File: src/rtl/gpu_fb_scanout.sv
// Framebuffer scanout: fetches packed 2bpp words from RAM and streams pixels with line/frame markers.
// Start sampled at edge T gives a read strobe seen by edge T+1, a capture at T+2 and a first pixel seen by T+3; pixel and markers hold while iPixelReady is low.
module gpu_fb_scanout #(
    parameter int          WORDS_PER_LINE = 20,
    parameter int          LINES          = 144,
    parameter logic [15:0] BASE_ADDR      = 16'h0000
) (
    input  logic        iClock,
    input  logic        iReset,
    input  logic        iEnable,
    input  logic        iStartFrame,
    output logic        oFbReadEnable,
    output logic [15:0] oFbReadAddr,
    input  logic [15:0] iFbReadData,
    output logic [1:0]  oPixel,
    output logic        oPixelValid,
    input  logic        iPixelReady,
    output logic        oLineStart,
    output logic        oFrameStart,
    output logic        oFrameLast,
    output logic        oFrameDone,
    output logic        oBusy
);
    localparam int PIX_PER_LINE = WORDS_PER_LINE * 8;
    localparam int TOTAL_WORDS  = WORDS_PER_LINE * LINES;
    localparam int XW           = $clog2(PIX_PER_LINE);
    localparam int YW           = $clog2(LINES);
    localparam int WW           = $clog2(TOTAL_WORDS + 1);

    localparam logic [1:0] S_IDLE   = 2'd0;
    localparam logic [1:0] S_ACTIVE = 2'd1;
    localparam logic [1:0] S_DONE   = 2'd2;

    logic [1:0]    state;
    logic [WW-1:0] words_issued;
    logic          rd_pending;

    logic [15:0]   fifo_mem [2];
    logic          fifo_wr_ptr;
    logic          fifo_rd_ptr;
    logic [1:0]    fifo_count;

    logic [15:0]   sh_word;
    logic [2:0]    sh_idx;
    logic          sh_valid;
    logic [XW-1:0] x;
    logic [YW-1:0] y;

    logic        start;
    logic        abort;
    logic        running;
    logic        xfer;
    logic        frame_last;
    logic        fifo_empty;
    logic        sh_load;
    logic        fifo_push;
    logic        fifo_pop;
    logic [1:0]  occ;
    logic [15:0] sh_src;

    assign start      = (state == S_IDLE) && iStartFrame && iEnable;
    assign abort      = (state != S_IDLE) && !iEnable;
    assign running    = (state == S_ACTIVE) && iEnable;
    assign xfer       = sh_valid && iPixelReady;
    assign frame_last = sh_valid && (x == XW'(PIX_PER_LINE - 1)) && (y == YW'(LINES - 1));
    assign fifo_empty = (fifo_count == 2'd0);
    assign occ        = fifo_count + {1'b0, rd_pending};

    assign oFbReadEnable = running && (occ < 2'd2) && (words_issued < WW'(TOTAL_WORDS));

    // Returning read data bypasses the FIFO when it is empty and the shifter wants a word,
    // so the first pixel appears right after the capture edge and reloads never bubble.
    assign sh_load   = running && (!sh_valid || (xfer && sh_idx == 3'd7)) && (!fifo_empty || rd_pending);
    assign sh_src    = fifo_empty ? iFbReadData : fifo_mem[fifo_rd_ptr];
    assign fifo_push = rd_pending && !(sh_load && fifo_empty);
    assign fifo_pop  = sh_load && !fifo_empty;

    assign oPixel      = sh_word[15:14];
    assign oPixelValid = sh_valid;
    assign oLineStart  = sh_valid && (x == '0);
    assign oFrameStart = sh_valid && (x == '0) && (y == '0);
    assign oFrameLast  = frame_last;
    assign oFrameDone  = (state == S_DONE) && iEnable;
    assign oBusy       = (state != S_IDLE);

    always_ff @(posedge iClock or posedge iReset) begin
        if (iReset) begin
            state <= S_IDLE;
        end else begin
            case (state)
                S_IDLE:   if (start) state <= S_ACTIVE;
                S_ACTIVE: begin
                    if (abort)                   state <= S_IDLE;
                    else if (xfer && frame_last) state <= S_DONE;
                end
                S_DONE:   state <= S_IDLE;
                default:  state <= S_IDLE;
            endcase
        end
    end

    always_ff @(posedge iClock or posedge iReset) begin
        if (iReset) begin
            oFbReadAddr  <= BASE_ADDR;
            words_issued <= '0;
            rd_pending   <= 1'b0;
        end else begin
            rd_pending <= oFbReadEnable;
            if (start) begin
                oFbReadAddr  <= BASE_ADDR;
                words_issued <= '0;
            end else if (oFbReadEnable) begin
                oFbReadAddr  <= oFbReadAddr + 16'd1;
                words_issued <= words_issued + WW'(1);
            end
        end
    end

    always_ff @(posedge iClock or posedge iReset) begin
        if (iReset) begin
            fifo_wr_ptr <= 1'b0;
            fifo_rd_ptr <= 1'b0;
            fifo_count  <= 2'd0;
        end else if (abort || start) begin
            fifo_wr_ptr <= 1'b0;
            fifo_rd_ptr <= 1'b0;
            fifo_count  <= 2'd0;
        end else begin
            if (fifo_push) fifo_wr_ptr <= !fifo_wr_ptr;
            if (fifo_pop)  fifo_rd_ptr <= !fifo_rd_ptr;
            fifo_count <= fifo_count + {1'b0, fifo_push} - {1'b0, fifo_pop};
        end
    end

    always_ff @(posedge iClock) begin
        if (fifo_push) fifo_mem[fifo_wr_ptr] <= iFbReadData;
    end

    always_ff @(posedge iClock or posedge iReset) begin
        if (iReset) begin
            sh_word  <= '0;
            sh_idx   <= '0;
            sh_valid <= 1'b0;
        end else if (abort || start) begin
            sh_word  <= '0;
            sh_idx   <= '0;
            sh_valid <= 1'b0;
        end else if (sh_load) begin
            sh_word  <= sh_src;
            sh_idx   <= '0;
            sh_valid <= 1'b1;
        end else if (xfer) begin
            sh_word <= {sh_word[13:0], 2'b00};
            sh_idx  <= sh_idx + 3'd1;
            if (sh_idx == 3'd7) sh_valid <= 1'b0;
        end
    end

    always_ff @(posedge iClock or posedge iReset) begin
        if (iReset) begin
            x <= '0;
            y <= '0;
        end else if (abort || start) begin
            x <= '0;
            y <= '0;
        end else if (xfer) begin
            if (x == XW'(PIX_PER_LINE - 1)) begin
                x <= '0;
                y <= (y == YW'(LINES - 1)) ? '0 : y + YW'(1);
            end else begin
                x <= x + XW'(1);
            end
        end
    end
endmodule

File: config.mk
export PLATFORM = sky130hd
export DESIGN_NAME = gpu_fb_scanout
export DESIGN_NICKNAME = d
export VERILOG_FILES = /design/src/rtl/gpu_fb_scanout.sv
export SDC_FILE = /design/constraint.sdc
export NUM_CORES = 1
export LEC_CHECK = 0
export CAP_MARGIN = 20
export CORE_ASPECT_RATIO = 1.4
export CORE_MARGIN = 4
export CORE_UTILIZATION = 43
export DETAILED_ROUTE_END_ITERATION = 6
export DONT_BUFFER_PORTS = 1
export RECOVER_POWER = 25
export SYNTH_ARGS = -nofsm -noshare
export SYNTH_HDL_FRONTEND = slang
export SYNTH_SLANG_ARGS = --single-unit
export TNS_END_PERCENT = 5
File: constraint.sdc
create_clock -name iClock -period 2.2 [get_ports iClock]
set_input_delay 0.33 -clock iClock [delete_from_list [all_inputs] [get_ports iClock]]
set_output_delay 0.33 -clock iClock [all_outputs]
set_load 0.01 [all_outputs]
# --- Word-level counts from Yosys, hierarchy flattened ---
# Memories as Yosys holds them, arrays and structs flattened.
# Cells that the tools add are included.
word_totals:
  register_bits: 71
  ramBits: 32
  in_bits: 21
  out_inout_bits: 25
  elab_cells: 106
  mem_count: 1
memory_table:
  columns: ["memory", "words", "word_bits", "read_ports", "rd_clocked_by_memory_dff", "write_ports", "line", "source"]
  rows:
  - ["fifo_mem", 2, 16, 1, 0, 1, "38", "logic [15:0] fifo_mem [2];"]
op_classes:
  addsub: 8
  magnitude_cmp: 2
  eq_ne: 7
  mux: 33
  reduce_logical: 43
ops:
  columns: ["operator", "count"]
  rows:
  - ["$mux 16", 6]
  - ["$mux 8", 7]
  - ["$mux 12", 2]
  - ["$logic_and 1x1->1", 19]
  - ["$add 16x1->16 const B", 1]
  - ["$add 8x1->8 const B", 2]
  - ["$eq 8x8->1 const B", 2]
  - ["$logic_not 8->1", 2]
  - ["$add 12x1->12 const B", 1]
  - ["$lt 12x12->1 const B", 1]
  - ["$reduce_bool 2->1", 6]
  - ["$mux 1", 10]
  - ["$mux 3", 3]
  - ["$mux 2", 4]
  - ["$logic_not 1->1", 6]
  - ["$reduce_and 2->1", 3]
  - ["$reduce_bool 3->1", 2]
  - ["$add 2x1->2", 2]
  - ["$logic_not 2->1", 2]
  - ["$pmux 2 s2", 1]
  - ["$add 3x1->3 const B", 1]
  - ["$eq 3x3->1 const B", 1]
  - ["$logic_or 1x1->1", 3]
  - ["$ne 3x2->1 const B", 1]
  - ["5 further kinds", 5]

# --- Logic depth before layout (Yosys ltp) ---
# Gate-level depths: netlist (run 1).
logic_depth:
  word_depth: 11
  depth_mapped: 10
  mapped_depth_nobuf: 10

# --- Worst setup path after synthesis (run 1) ---
# No wires, ideal clock.
synth_timing:
  kind: "reg-to-reg"
  from: "reg sh_idx[0]"
  to: "mem fifo_mem[1][0] (enable)"
  setup_time_ns: 0.388
  t_arrival_ns: 1.927
  t_required_ns: 1.812
  path_slack_ns: -0.116
  stages_incl_launch_ff: 6
  path_buffers: 0
  period_less_slack_ns: 2.316
  path_cell_list: "dfrtp_1 > ha_1 > ha_1 > a21boi_0 > o41ai_1 > nor2_1"
synth_via:
  elab_chain_cells: 10
synth_rtl:
  columns: ["element", "line", "source"]
  rows:
  - ["from (decl)", "44", "logic [2:0] sh_idx;"]
  - ["from (signal assigned)", "154", "sh_idx <= sh_idx + 3'd1;"]
  - ["$eq 3x3->1", "73", "assign sh_load = running && (!sh_valid || (xfer && sh_idx == 3'd7)) && (!fifo_empty || rd_pending);"]
  - ["$logic_and 1x1->1", "73", null]
  - ["$logic_or 1x1->1", "73", null]
  - ["$logic_and 1x1->1 (2 in a row)", "73", null]
  - ["$logic_and 1x1->1", "75", "assign fifo_push = rd_pending && !(sh_load && fifo_empty);"]
  - ["$logic_not 1->1", "75", null]
  - ["$logic_and 1x1->1", "75", null]
  - ["$mux 1", "136", "if (fifo_push) fifo_mem[fifo_wr_ptr] <= iFbReadData;"]
  - ["$mux 1 (implied by the code)", "136", null]
  - ["to (decl)", "38", null]
# No other way between the ends.

# --- Worst setup path in the final report (run 1) ---
layout_timing:
  from: "reg y[0]"
  to: "out oFrameLast"
layout_via:
  elab_chain_cells: 2
layout_rtl:
  columns: ["element", "line", "source"]
  rows:
  - ["from (decl)", "47", "logic [YW-1:0] y;"]
  - ["from (signal assigned)", "169", "y <= (y == YW'(LINES - 1)) ? '0 : y + YW'(1);"]
  - ["$eq 8x8->1", "65", "assign frame_last = sh_valid && (x == XW'(PIX_PER_LINE - 1)) && (y == YW'(LINES - 1));"]
  - ["$logic_and 1x1->1", "65", null]
  - ["to (decl)", "20", "output logic oFrameLast,"]
# No other way between the ends.

==> results.py, run 1 <==
metrics = {
    "setup_path": {
        "critPathCapture": "oFrameLast",
        "cp.arrival_ns": 1.79,
        "worst_r2r_endpoint": "words_issued[7]$_DFFE_PP0P_",
        "crit_path_end_kind": "output port",
        "crit_family": "simple AND/OR/NAND/NOR gates",
        "cp-startpoint": "y[0]$_DFFE_PP0P_",
        "reg2regPathDepth": 4,
        "crit_chain": "ha_1 -> and3_1 -> nand3_1 -> nor4_2 -> buf_4",
        "cp_slowest_cell": "dfrtp_1",
        "crit_type": "register to output port",
        "cp_slowest_stage_delay_ns": 0.42,
        "r2r_start": "state[1]$_DFFE_PP0P_",
        "critPathBufInv": 1,
        "cp_max_fo": 5,
        "cp-start-kind": "register",
        "required_ns": 1.87,
        "path_depth": 5,
        "r2r_setup_slack_ns": 0.10,
    },
    "timing": {
        "max_freq_mhz": 472.2,
        "fin_worst_skew_ns": 0.01228,
        "setup_violations": 0,
        "fin_crit_sh_pct": 96.26,
        "maxSlewViolCount": 0,
        "rsz0062_at_grt": "yes",
        "fin_hold_ws_ns": 0.07041,
        "worst_pin_slew_ns": 0.9878,
        "hold_viol": 0,
        "finalCriticalPeriod_ns": 2.118,
        "relSlewSlack_pct": 34.15,
        "fin_setup_tns_ns": 0,
    },
    "placement": {
        "hpwl_mm": 7.610,
        "port_buffers": 0,
        "placed_area_um2": 5495,
        "globalplace.congestion": 0.8605,
        "dp_cells": 639,
    },
    "layout": {
        "antenna_cells": 0,
        "nets": 538,
        "fill_cells": 1038,
        "area_growth_pct": 14.30,
        "stdcell_count": 656,
        "mostFrequentLayoutCell": "dfrtp_1",
        "design_area_um2": 5841,
        "final_cell_mix": "71 x dfrtp_1, 68 x nand2_1, 32 x edfxtp_1, 32 x buf_4, 31 x nor2_1",
        "drive_above_1_share_pct": 13.48,
    },
    "grt": {
        "grt_max_degree": 72,
        "track_usage_pct": 16.99,
        "met3_usage_pct": 4.029,
        "gr-total-overflow": 0,
        "grt_pass1_vias": 3752,
        "met1_usage_pct": 20.40,
        "antenna_found_initial": 0,
        "busiest_layer": "met2",
        "use_met2_pct": 29.87,
        "grt_pass1_wl_mm": 18.62,
    },
    "die": {
        "io_pins": 46,
        "dieWidth_um": 100.1,
        "fp-row-count": 46,
        "initial_core_util_pct": 44.61,
        "fp.dieH_um": 137.0,
        "die-area_um2": 13720,
        "core_um2": 11450,
    },
    "routing": {
        "viasPerCell": 5.866,
        "num_vias": 3848,
        "route.detailed.drc": 0,
        "postRouteAntennaNets": 0,
        "dr.pass1.iters": 4,
        "finalWirelength_mm": 11.26,
        "wl_per_cell_um": 17.17,
        "drt_iter0_markers": 205,
    },
    "pwr": {
        "p_leak_uw": 0.002345,
        "cellInternalPower_uw": 3551,
        "power_uw": 5260,
        "p_per_area_nw_per_um2": 900.7,
        "p_switching_uw": 1709,
        "combPwrFrac_pct": 24.3,
        "ir_worst_vdd_uv": 515.0,
        "seqPwrFrac_pct": 45.1,
        "clkPwrFrac_pct": 30.6,
        "swShare_pct": 32.50,
    },
    "logic_synthesis": {
        "yosysWarnings": 0,
        "syn_avg_cell_area_um2": 10.47,
        "synth_nets": 519,
        "synth_async_sr_flop_share_pct": 68.93,
        "syn_area_um2": 5110,
        "netlist_instances": 488,
        "seq_area_frac_synth_pct": 53.57,
        "synth_edf_count": 32,
        "yosysUniqueCellTypes": 53,
        "synth-seq-cells": 103,
        "synth_ff_type": "dfrtp_1",
    },
    "outcome": {
        "status": "completed",
    },
    "flow_run": {
        "drv_cap": 0,
    },
    "clock_tree": {
        "cts_root_buf": "clkbuf_16",
        "tritoncts": "yes",
        "clk_path_buf_depth": 2,
        "clk_latency_ns": 0.35,
        "cts.sinks": 103,
        "htreeDepth": 3,
        "cts_buffers": 9,
        "clk_pin_slew_worst_paths_ns": 0.08,
    },
    "worst_hold_path": {
        "hp-class": "input pin to register",
        "worstHoldStart": "iFbReadData[2]",
    },
}
## layout make-up
class | count | area, um^2 | share of cell area [%]
inverter | 10 | 37.54 | 0.6427
clock buffer | 9 | 225.2 | 3.856
multi-input combinational | 346 | 2257 | 38.65
clock inverter | 7 | 85.08 | 1.457
tap | 144 | 180.2 | 3.085
sequential | 103 | 2738 | 46.87
timing repair buffer | 37 | 317.8 | 5.441
## power groups by stage
stage / logic (uW) / registers [uW] / clock network (uW)
CTS: 1290 / 2370 / 1660
global route: 1430 / 2400 / 1730
floorplan: 878 / 2400 / 0
detailed placement: 1250 / 2410 / 0
global placement: 1220 / 2400 / 0
finish: 1280 / 2370 / 1610
## metal layers
layer,part of all wire [%],up-vias
li1,-,1857
met1,42,1897
met2,52,80
met3,4.0,14
met4,1.6,0
met5,0,-
## stage by stage
stage	setup slack [ns]	utilization, %
6_report	0.08230	50.99
2_1_floorplan	-0.1158	-
5_1_grt	-0.05726	50.99
3_5_place_dp	-0.07418	47.98
4_1_cts	0.01650	50.95
3_3_place_gp	0.02592	47.98
## flip-flops by register name (all words and copies together), names as in the netlist, 3 cells and up
signal	cells
fifo_mem	32
oFbReadAddr	16
sh_idx	3
sh_word	16
words_issued	12
x	8
y	8
## what timing repair did
| item | 4_1_cts | 5_1_grt |
|---|---|---|
| setup buffers | 0 | 0 |
| gates resized for setup | 5 | 3 |
| pin swaps | 0 | 1 |
| hold buffers | 1 | 0 |
| setup endpoints to repair | 3 | 3 |
| hold endpoints to repair | 71 | 0 |
## how the worst min path moves through the flow
stage / cells after the start / endpoint / slack [ns]
floorplan: 0 / fifo_mem[0][0]$_DFFE_PP_ / 0.43
global placement: 2 / oFbReadAddr[13]$_DFFE_PP0P_ / 0.33
detailed placement: 2 / oFbReadAddr[12]$_DFFE_PP0P_ / 0.34
CTS: 0 / fifo_mem[0][4]$_DFFE_PP_ / 0.06
global route: 0 / fifo_mem[0][2]$_DFFE_PP_ / 0.05
finish: 0 / fifo_mem[0][2]$_DFFE_PP_ / 0.07
## kinds of logic after synthesis
kind of cell | count (synthesis) | share of synthesized area (%)
muxes | 26 | 5.093
AOI/OAI and AO/OA | 98 | 13.20
DFF | 103 | 53.57
and+or+nand+nor | 202 | 20.74
buffers and inverters | 39 | 3.232
adders and majority gates | 10 | 2.449
xor gates and xnor gates | 10 | 1.714
## Yosys cell counts, drive strengths merged, types with 5 or more instances
cell / n / area share (%)
o21ai: 11 / 1.1
nor4: 5 / 0.61
buf: 7 / 0.88
a21oi: 25 / 2.4
nor3: 8 / 0.88
nand4: 13 / 1.6
clkbuf: 22 / 1.6
nand2: 68 / 5.0
mux2i: 26 / 5.1
ha: 10 / 2.4
a211oi: 14 / 2.1
inv: 10 / 0.73
edfxtp: 32 / 19
or4: 12 / 1.8
a311oi: 15 / 2.6
or3: 8 / 0.98
nand3: 18 / 1.8
and3: 12 / 1.5
and2: 6 / 0.73
dfrtp: 71 / 35
xor2: 6 / 1.0
nor2: 32 / 2.4
o31ai: 11 / 1.6
Power figures use the tool's default switching activity.
==> run 2: changes to the inputs <==
--- a/config.mk
+++ b/config.mk
@@ -5,12 +5,16 @@
 export SDC_FILE = /design/constraint.sdc
 export NUM_CORES = 1
 export LEC_CHECK = 0
+export ABC_AREA = 1
 export CAP_MARGIN = 20
+export CELL_PAD_IN_SITES_DETAIL_PLACEMENT = 0
+export CELL_PAD_IN_SITES_GLOBAL_PLACEMENT = 1
 export CORE_ASPECT_RATIO = 1.4
 export CORE_MARGIN = 4
 export CORE_UTILIZATION = 43
 export DETAILED_ROUTE_END_ITERATION = 6
 export DONT_BUFFER_PORTS = 1
+export PLACE_DENSITY_LB_ADDON = 0.1
 export RECOVER_POWER = 25
 export SYNTH_ARGS = -nofsm -noshare
 export SYNTH_HDL_FRONTEND = slang
==> run 2 against run 1 <==
  * Sequential power about the same
  * First-iteration DRC count decreased by 15%
  * Largest cell class unchanged
  * Design area increased by 5.0%
  * Clock skew decreased by 0.0050 ns
  * Routed wire length increased by 9.6%
  * Total power about the same
  * Synthesized cell count increased by 43%
  * Register-to-register slack about the same
  * Area after synthesis increased by 10%
==> results.py, run 2 <==
metrics = {
    "routing": {
        "num_vias": 4400,
        "wl_per_cell_um": 14.42,
        "drt_iter0_markers": 175,
        "postRouteAntennaNets": 0,
        "route.detailed.drc": 0,
        "viasPerCell": 5.140,
        "finalWirelength_mm": 12.35,
        "dr.pass1.iters": 4,
    },
    "logic_synthesis": {
        "synth_ff_type": "dfrtp_1",
        "synth_common_cells": "253 x nand2_1, 75 x nand3_1, 71 x dfrtp_1",
        "netlist_instances": 696,
        "netlist_top_cells_area": "dfrtp_1 32%, edfxtp_1 17%, nand2_1 17%, nand3_1 6.7%, inv_1 3.7%",
        "synth.most_common_cell": "nand2_1",
        "synth_top_area_share_pct": 31.52,
        "yosysUniqueCellTypes": 37,
        "synth_edf_count": 32,
        "synth_async_sr_flop_share_pct": 68.93,
        "synth_nets": 727,
        "yosys.area.top_type": "dfrtp_1",
        "yosysWarnings": 0,
        "syn_area_um2": 5637,
        "synth-seq-cells": 103,
        "syn_avg_cell_area_um2": 8.099,
        "seq_area_frac_synth_pct": 48.57,
    },
    "layout": {
        "reg_top3": "fifo_mem: 32 flops, oFbReadAddr: 16 flops, sh_word: 16 flops",
        "antenna_cells": 0,
        "nets": 729,
        "mostFrequentLayoutCell": "nand2_1",
        "largest_reg_flops": 32,
        "finish.utilization_pct": 47.63,
        "design_area_um2": 6132,
        "largest-register": "fifo_mem",
        "area_growth_pct": 8.790,
        "final_cell_mix": "251 x nand2_1, 75 x nand3_1, 71 x dfrtp_1",
        "drive_above_1_share_pct": 9.531,
    },
    "pwr": {
        "swShare_pct": 32.49,
        "combPwrFrac_pct": 24.2,
        "cellInternalPower_uw": 3555,
        "p_per_area_nw_per_um2": 858.7,
        "p_switching_uw": 1711,
        "ir_worst_vdd_uv": 558.4,
        "seqPwrFrac_pct": 45.6,
        "p_leak_uw": 0.002880,
        "clkPwrFrac_pct": 30.2,
    },
    "placement": {
        "place_ws_ns": -0.01395,
        "port_buffers": 0,
        "hpwl_mm": 8.558,
        "placed_area_um2": 5766,
        "globalplace.congestion": 0.7936,
    },
    "grt": {
        "grt_pass1_vias": 4444,
        "met1_usage_pct": 20.30,
        "use_met2_pct": 32.47,
        "grt_pass1_wl_mm": 21.64,
        "gr-total-overflow": 0,
        "busiest_layer": "met2",
        "met3_usage_pct": 4.090,
        "grt_max_degree": 54,
        "antenna_found_initial": 0,
        "track_usage_pct": 17.60,
    },
    "timing": {
        "finalCriticalPeriod_ns": 2.099,
        "hold_viol": 0,
        "worst_pin_slew_ns": 0.8091,
        "fin_worst_skew_ns": 0.007312,
        "fin_crit_sh_pct": 95.41,
        "maxSlewViolCount": 0,
        "max_freq_mhz": 476.4,
        "fin_hold_ws_ns": 0.08367,
        "relSlewSlack_pct": 46.00,
        "final.setup.worst_slack_ns": 0.1009,
        "setup_violations": 0,
    },
    "die": {
        "initial_core_util_pct": 43.78,
        "dieWidth_um": 104.8,
        "fp-row-count": 49,
        "core_um2": 12870,
        "fp.dieH_um": 143.5,
        "die-area_um2": 15030,
        "io_pins": 46,
    },
    "clock_tree": {
        "cts_root_buf": "clkbuf_16",
        "clk_pin_slew_worst_paths_ns": 0.07,
        "htreeDepth": 3,
        "clk_latency_ns": 0.34,
        "clk_path_buf_depth": 2,
        "tritoncts": "yes",
        "cts_buffers": 9,
        "cts.sinks": 103,
    },
    "setup_path": {
        "cp-start-kind": "register",
        "crit_type": "register to register",
        "crit_path_end_kind": "register",
        "cp_max_fo": 3,
        "cp.arrival_ns": 2.36,
        "required_ns": 2.46,
        "r2r_setup_slack_ns": 0.10,
    },
    "flow_run": {
        "drv_cap": 0,
    },
    "worst_hold_path": {
        "hp-class": "input pin to register",
    },
    "outcome": {
        "status": "completed",
    },
}
-- run 2: path summary, 6_finish.rpt --
check                                        start                         end  cells after the start
min reg2reg                sh_word[12]$_DFFE_PP0P_     sh_word[12]$_DFFE_PP0P_                      2
max reg2reg                  sh_idx[0]$_DFFE_PP0P_     fifo_count[1]$_DFF_PP0_                     13
max                          sh_idx[0]$_DFFE_PP0P_     fifo_count[1]$_DFF_PP0_                     13
max in group asynchronous                   iReset  oFbReadAddr[0]$_DFFE_PP0P_                      3
min in group asynchronous                   iReset            y[1]$_DFFE_PP0P_                      2
min                                iFbReadData[15]   fifo_mem[0][15]$_DFFE_PP_                      0
-- run 2: worst max-delay path, stage by stage (launching register included) --
cell     delay, ns
dfrtp_1       0.39
ha_2          0.19
ha_1          0.18
nand2_1       0.09
nand2_2       0.09
nand2_4       0.07
or2_4         0.12
nand2_4       0.05
ha_4          0.26
inv_1         0.03
ha_2          0.17
xnor2_2       0.18
o21ai_1       0.09
a21oi_1       0.12
-- run 2: cells by family (layout without fill, tap and decap cells) --
logic type | Yosys count | after routing | share of synthesized area, %
compound gates | 43 | 43 | 4.373
flops | 103 | 103 | 48.57
buf+inv | 84 | 91 | 7.591
fa+ha+maj | 10 | 10 | 2.220
xor+xnor | 10 | 10 | 1.554
simple gates | 446 | 446 | 35.69
-- run 2: power groups by stage --
| stage | clock network [uW] | registers (uW) | logic (uW) |
|---|---|---|---|
| global route | 1720 | 2430 | 1490 |
| floorplan | 0 | 2390 | 1050 |
| detailed placement | 0 | 2440 | 1250 |
| global placement | 0 | 2430 | 1220 |
| CTS | 1660 | 2400 | 1280 |
| finish | 1590 | 2400 | 1270 |
-- run 2: routing by layer --
| metal | wire length [um] | vias up |
|---|---|---|
| li1 | - | 2251 |
| met2 | 6407 | 74 |
| met4 | 182 | 0 |
| met3 | 595 | 13 |
| met1 | 5162 | 2062 |
| met5 | 0 | - |
-- run 2: repair_timing --
action,CTS,global route
pin swaps,1,6
endpoints found under the hold margin,18,0
buffers inserted,1,2
endpoints found under the setup margin,1,1
resized for setup,2,8
hold buffers,1,0
-- run 2: final cells by class --
cell class | count | area, um^2
clock inverters | 7 | 71.32
multi-input cells | 509 | 2509
inverters | 58 | 217.7
repair buffers | 17 | 180.2
fillers | 1282 | 6743
flip-flops and latches | 103 | 2738
clock buffers | 9 | 225.2
well taps | 153 | 191.4
-- run 2: stage by stage --
stage | setup TNS, ns | instances | total power [uW]
floorplan | -2.846 | 696 | 3440
global placement | 0 | 836 | 3649
detailed placement | -0.01395 | 836 | 3684
CTS | 0 | 854 | 5334
global route | -0.02789 | 856 | 5644
finish | 0 | 856 | 5265
==> run 3: changes to the inputs <==
--- a/config.mk
+++ b/config.mk
@@ -5,13 +5,13 @@
 export SDC_FILE = /design/constraint.sdc
 export NUM_CORES = 1
 export LEC_CHECK = 0
-export ABC_AREA = 1
 export CAP_MARGIN = 20
 export CELL_PAD_IN_SITES_DETAIL_PLACEMENT = 0
 export CELL_PAD_IN_SITES_GLOBAL_PLACEMENT = 1
 export CORE_ASPECT_RATIO = 1.4
 export CORE_MARGIN = 4
 export CORE_UTILIZATION = 43
+export CTS_CLUSTER_DIAMETER = 80
 export DETAILED_ROUTE_END_ITERATION = 6
 export DONT_BUFFER_PORTS = 1
 export PLACE_DENSITY_LB_ADDON = 0.1
==> run 3 against run 2 <==
  * Global-route usage rose by 0.84 points
  * Cell count fell by 23%
  * Total power rose by 2.4%
  * Fmax fell by 0.85%
  * Worst setup slack got worse by 0.018 ns
  * Design area fell by 3.8%
  * Highest routed layer unchanged
==> results.py, run 3 (synthesis results as in run 1) <==
metrics = {
    "placement": {
        "port_buffers": 0,
        "placed_area_um2": 5498,
        "hpwl_mm": 8.174,
        "globalplace.congestion": 0.7870,
    },
    "flow_run": {
        "drv_cap": 0,
    },
    "layout": {
        "final_cell_mix": "71 x dfrtp_1, 68 x nand2_1, 37 x buf_4",
        "reg_top3": "fifo_mem: 32 flops, oFbReadAddr: 16 flops, sh_word: 16 flops",
        "fill_cells": 1062,
        "antenna_cells": 0,
        "multiInputGateArea_um2": 2283,
        "design_area_um2": 5897,
        "area_growth_pct": 15.40,
        "largest-register": "fifo_mem",
        "drive_above_1_share_pct": 14.92,
        "nets": 542,
        "mostFrequentLayoutCell": "dfrtp_1",
        "ff_latch_area_um2": 2738,
        "finish.utilization_pct": 51.49,
        "largest_reg_flops": 32,
    },
    "routing": {
        "num_vias": 3885,
        "drt_iter0_markers": 175,
        "postRouteAntennaNets": 0,
        "wl_per_cell_um": 18.16,
        "finalWirelength_mm": 11.99,
        "viasPerCell": 5.886,
        "dr.pass1.iters": 4,
        "route.detailed.drc": 0,
    },
    "die": {
        "initial_core_util_pct": 44.61,
        "core_um2": 11450,
        "fp.dieH_um": 137.0,
        "io_pins": 46,
        "fp-row-count": 46,
        "die-area_um2": 13720,
        "dieWidth_um": 100.1,
    },
    "grt": {
        "grt_pass1_vias": 3982,
        "track_usage_pct": 18.44,
        "met1_usage_pct": 21.68,
        "antenna_found_initial": 0,
        "use_met2_pct": 32.63,
        "grt_pass1_wl_mm": 19.93,
        "gr-total-overflow": 0,
        "grt_max_degree": 60,
        "met3_usage_pct": 4.182,
        "busiest_layer": "met2",
    },
    "pwr": {
        "p_leak_uw": 0.002386,
        "swShare_pct": 31.91,
        "p_per_area_nw_per_um2": 914.4,
        "seqPwrFrac_pct": 44.0,
        "clkPwrFrac_pct": 31.7,
        "ir_worst_vdd_uv": 513.4,
        "cellInternalPower_uw": 3672,
        "combPwrFrac_pct": 24.3,
        "p_switching_uw": 1721,
    },
    "worst_hold_path": {
        "hp-class": "input pin to register",
    },
    "timing": {
        "fin_crit_sh_pct": 96.23,
        "rsz0062_at_grt": "yes",
        "fin_setup_tns_ns": 0,
        "fin_worst_skew_ns": 0.005427,
        "finalCriticalPeriod_ns": 2.117,
        "fin_hold_ws_ns": 0.07635,
        "worst_pin_slew_ns": 0.8552,
        "relSlewSlack_pct": 42.99,
        "max_freq_mhz": 472.3,
        "maxSlewViolCount": 0,
        "setup_violations": 0,
        "hold_viol": 0,
    },
    "clock_tree": {
        "tritoncts": "yes",
        "cts.sinks": 103,
        "clk_pin_slew_worst_paths_ns": 0.08,
        "htreeDepth": 3,
        "cts_buffers": 9,
        "clk_latency_ns": 0.34,
        "cts_root_buf": "clkbuf_16",
        "clk_path_buf_depth": 2,
    },
    "setup_path": {
        "cp.arrival_ns": 1.79,
        "required_ns": 1.87,
        "crit_path_end_kind": "output port",
        "crit_type": "register to output port",
        "cp-start-kind": "register",
        "cp_max_fo": 2,
    },
    "outcome": {
        "status": "completed",
    },
}
-- run 3: worst paths after layout --
kind                                        startpoint                        to  slack [ns]  cells past startpoint
worst min register to register  sh_word[0]$_DFFE_PP0P_    sh_word[0]$_DFFE_PP0P_        0.50                      1
min in group asynchronous                       iReset    sh_word[9]$_DFFE_PP0P_        0.46                      2
max in group asynchronous                       iReset          x[7]$_DFFE_PP0P_        0.44                      3
worst max register to register   sh_idx[0]$_DFFE_PP0P_   fifo_count[1]$_DFF_PP0_        0.14                     10
worst max-delay path                  x[0]$_DFFE_PP0P_               oFrameStart        0.08                      5
worst min-delay path                    iFbReadData[8]  fifo_mem[0][8]$_DFFE_PP_        0.08                      0
-- run 3: cell type report --
class                   instances  area share (%)
multi-input cells             346           38.72
flip-flops and latches        103           46.42
clock inverters                 7           1.655
well taps                     144           3.055
clock buffers                   9           3.819
repair buffers                 41           5.686
inverters                      10          0.6365
-- run 3: stage by stage --
stage,total power [uW],cells,setup slack [ns]
final,5392,660,0.08288
after global routing,5697,660,-0.03627
after CTS,5464,659,-0.002147
after detailed placement,3700,641,-0.04245
after global placement,3673,641,0.07546
after floorplan,3278,488,-0.1158
-- run 3: routing by layer --
layer,share of wire [%],up-vias
li1,-,1875
met5,0,-
met1,41,1930
met4,2.2,0
met3,4.1,17
met2,53,63
-- run 3: repair_timing --
item / in CTS / in global routing
pin swaps: 1 / 5
endpoints found under the setup margin: 4 / 3
cloned: 0 / 0
gates resized for setup: 8 / 5
endpoints found under the hold margin: 12 / 0
setup buffers: 1 / 1
hold buffers: 1 / 0
-- run 3: critical path: stages, from the launching register on --
cell and delay (ns):
dfrtp_1 0.38, inv_1 0.06, ha_1 0.14, or4b_4 0.47
nor3_4 0.16, and3_4 0.23
-- run 3: power by group through the flow --
stage | sequential (uW) | clock (uW) | combinational [uW]
detailed placement | 2410 | 0 | 1290
CTS | 2370 | 1760 | 1330
global route | 2400 | 1830 | 1470
finish | 2370 | 1710 | 1310
floorplan | 2400 | 0 | 878
global placement | 2400 | 0 | 1270
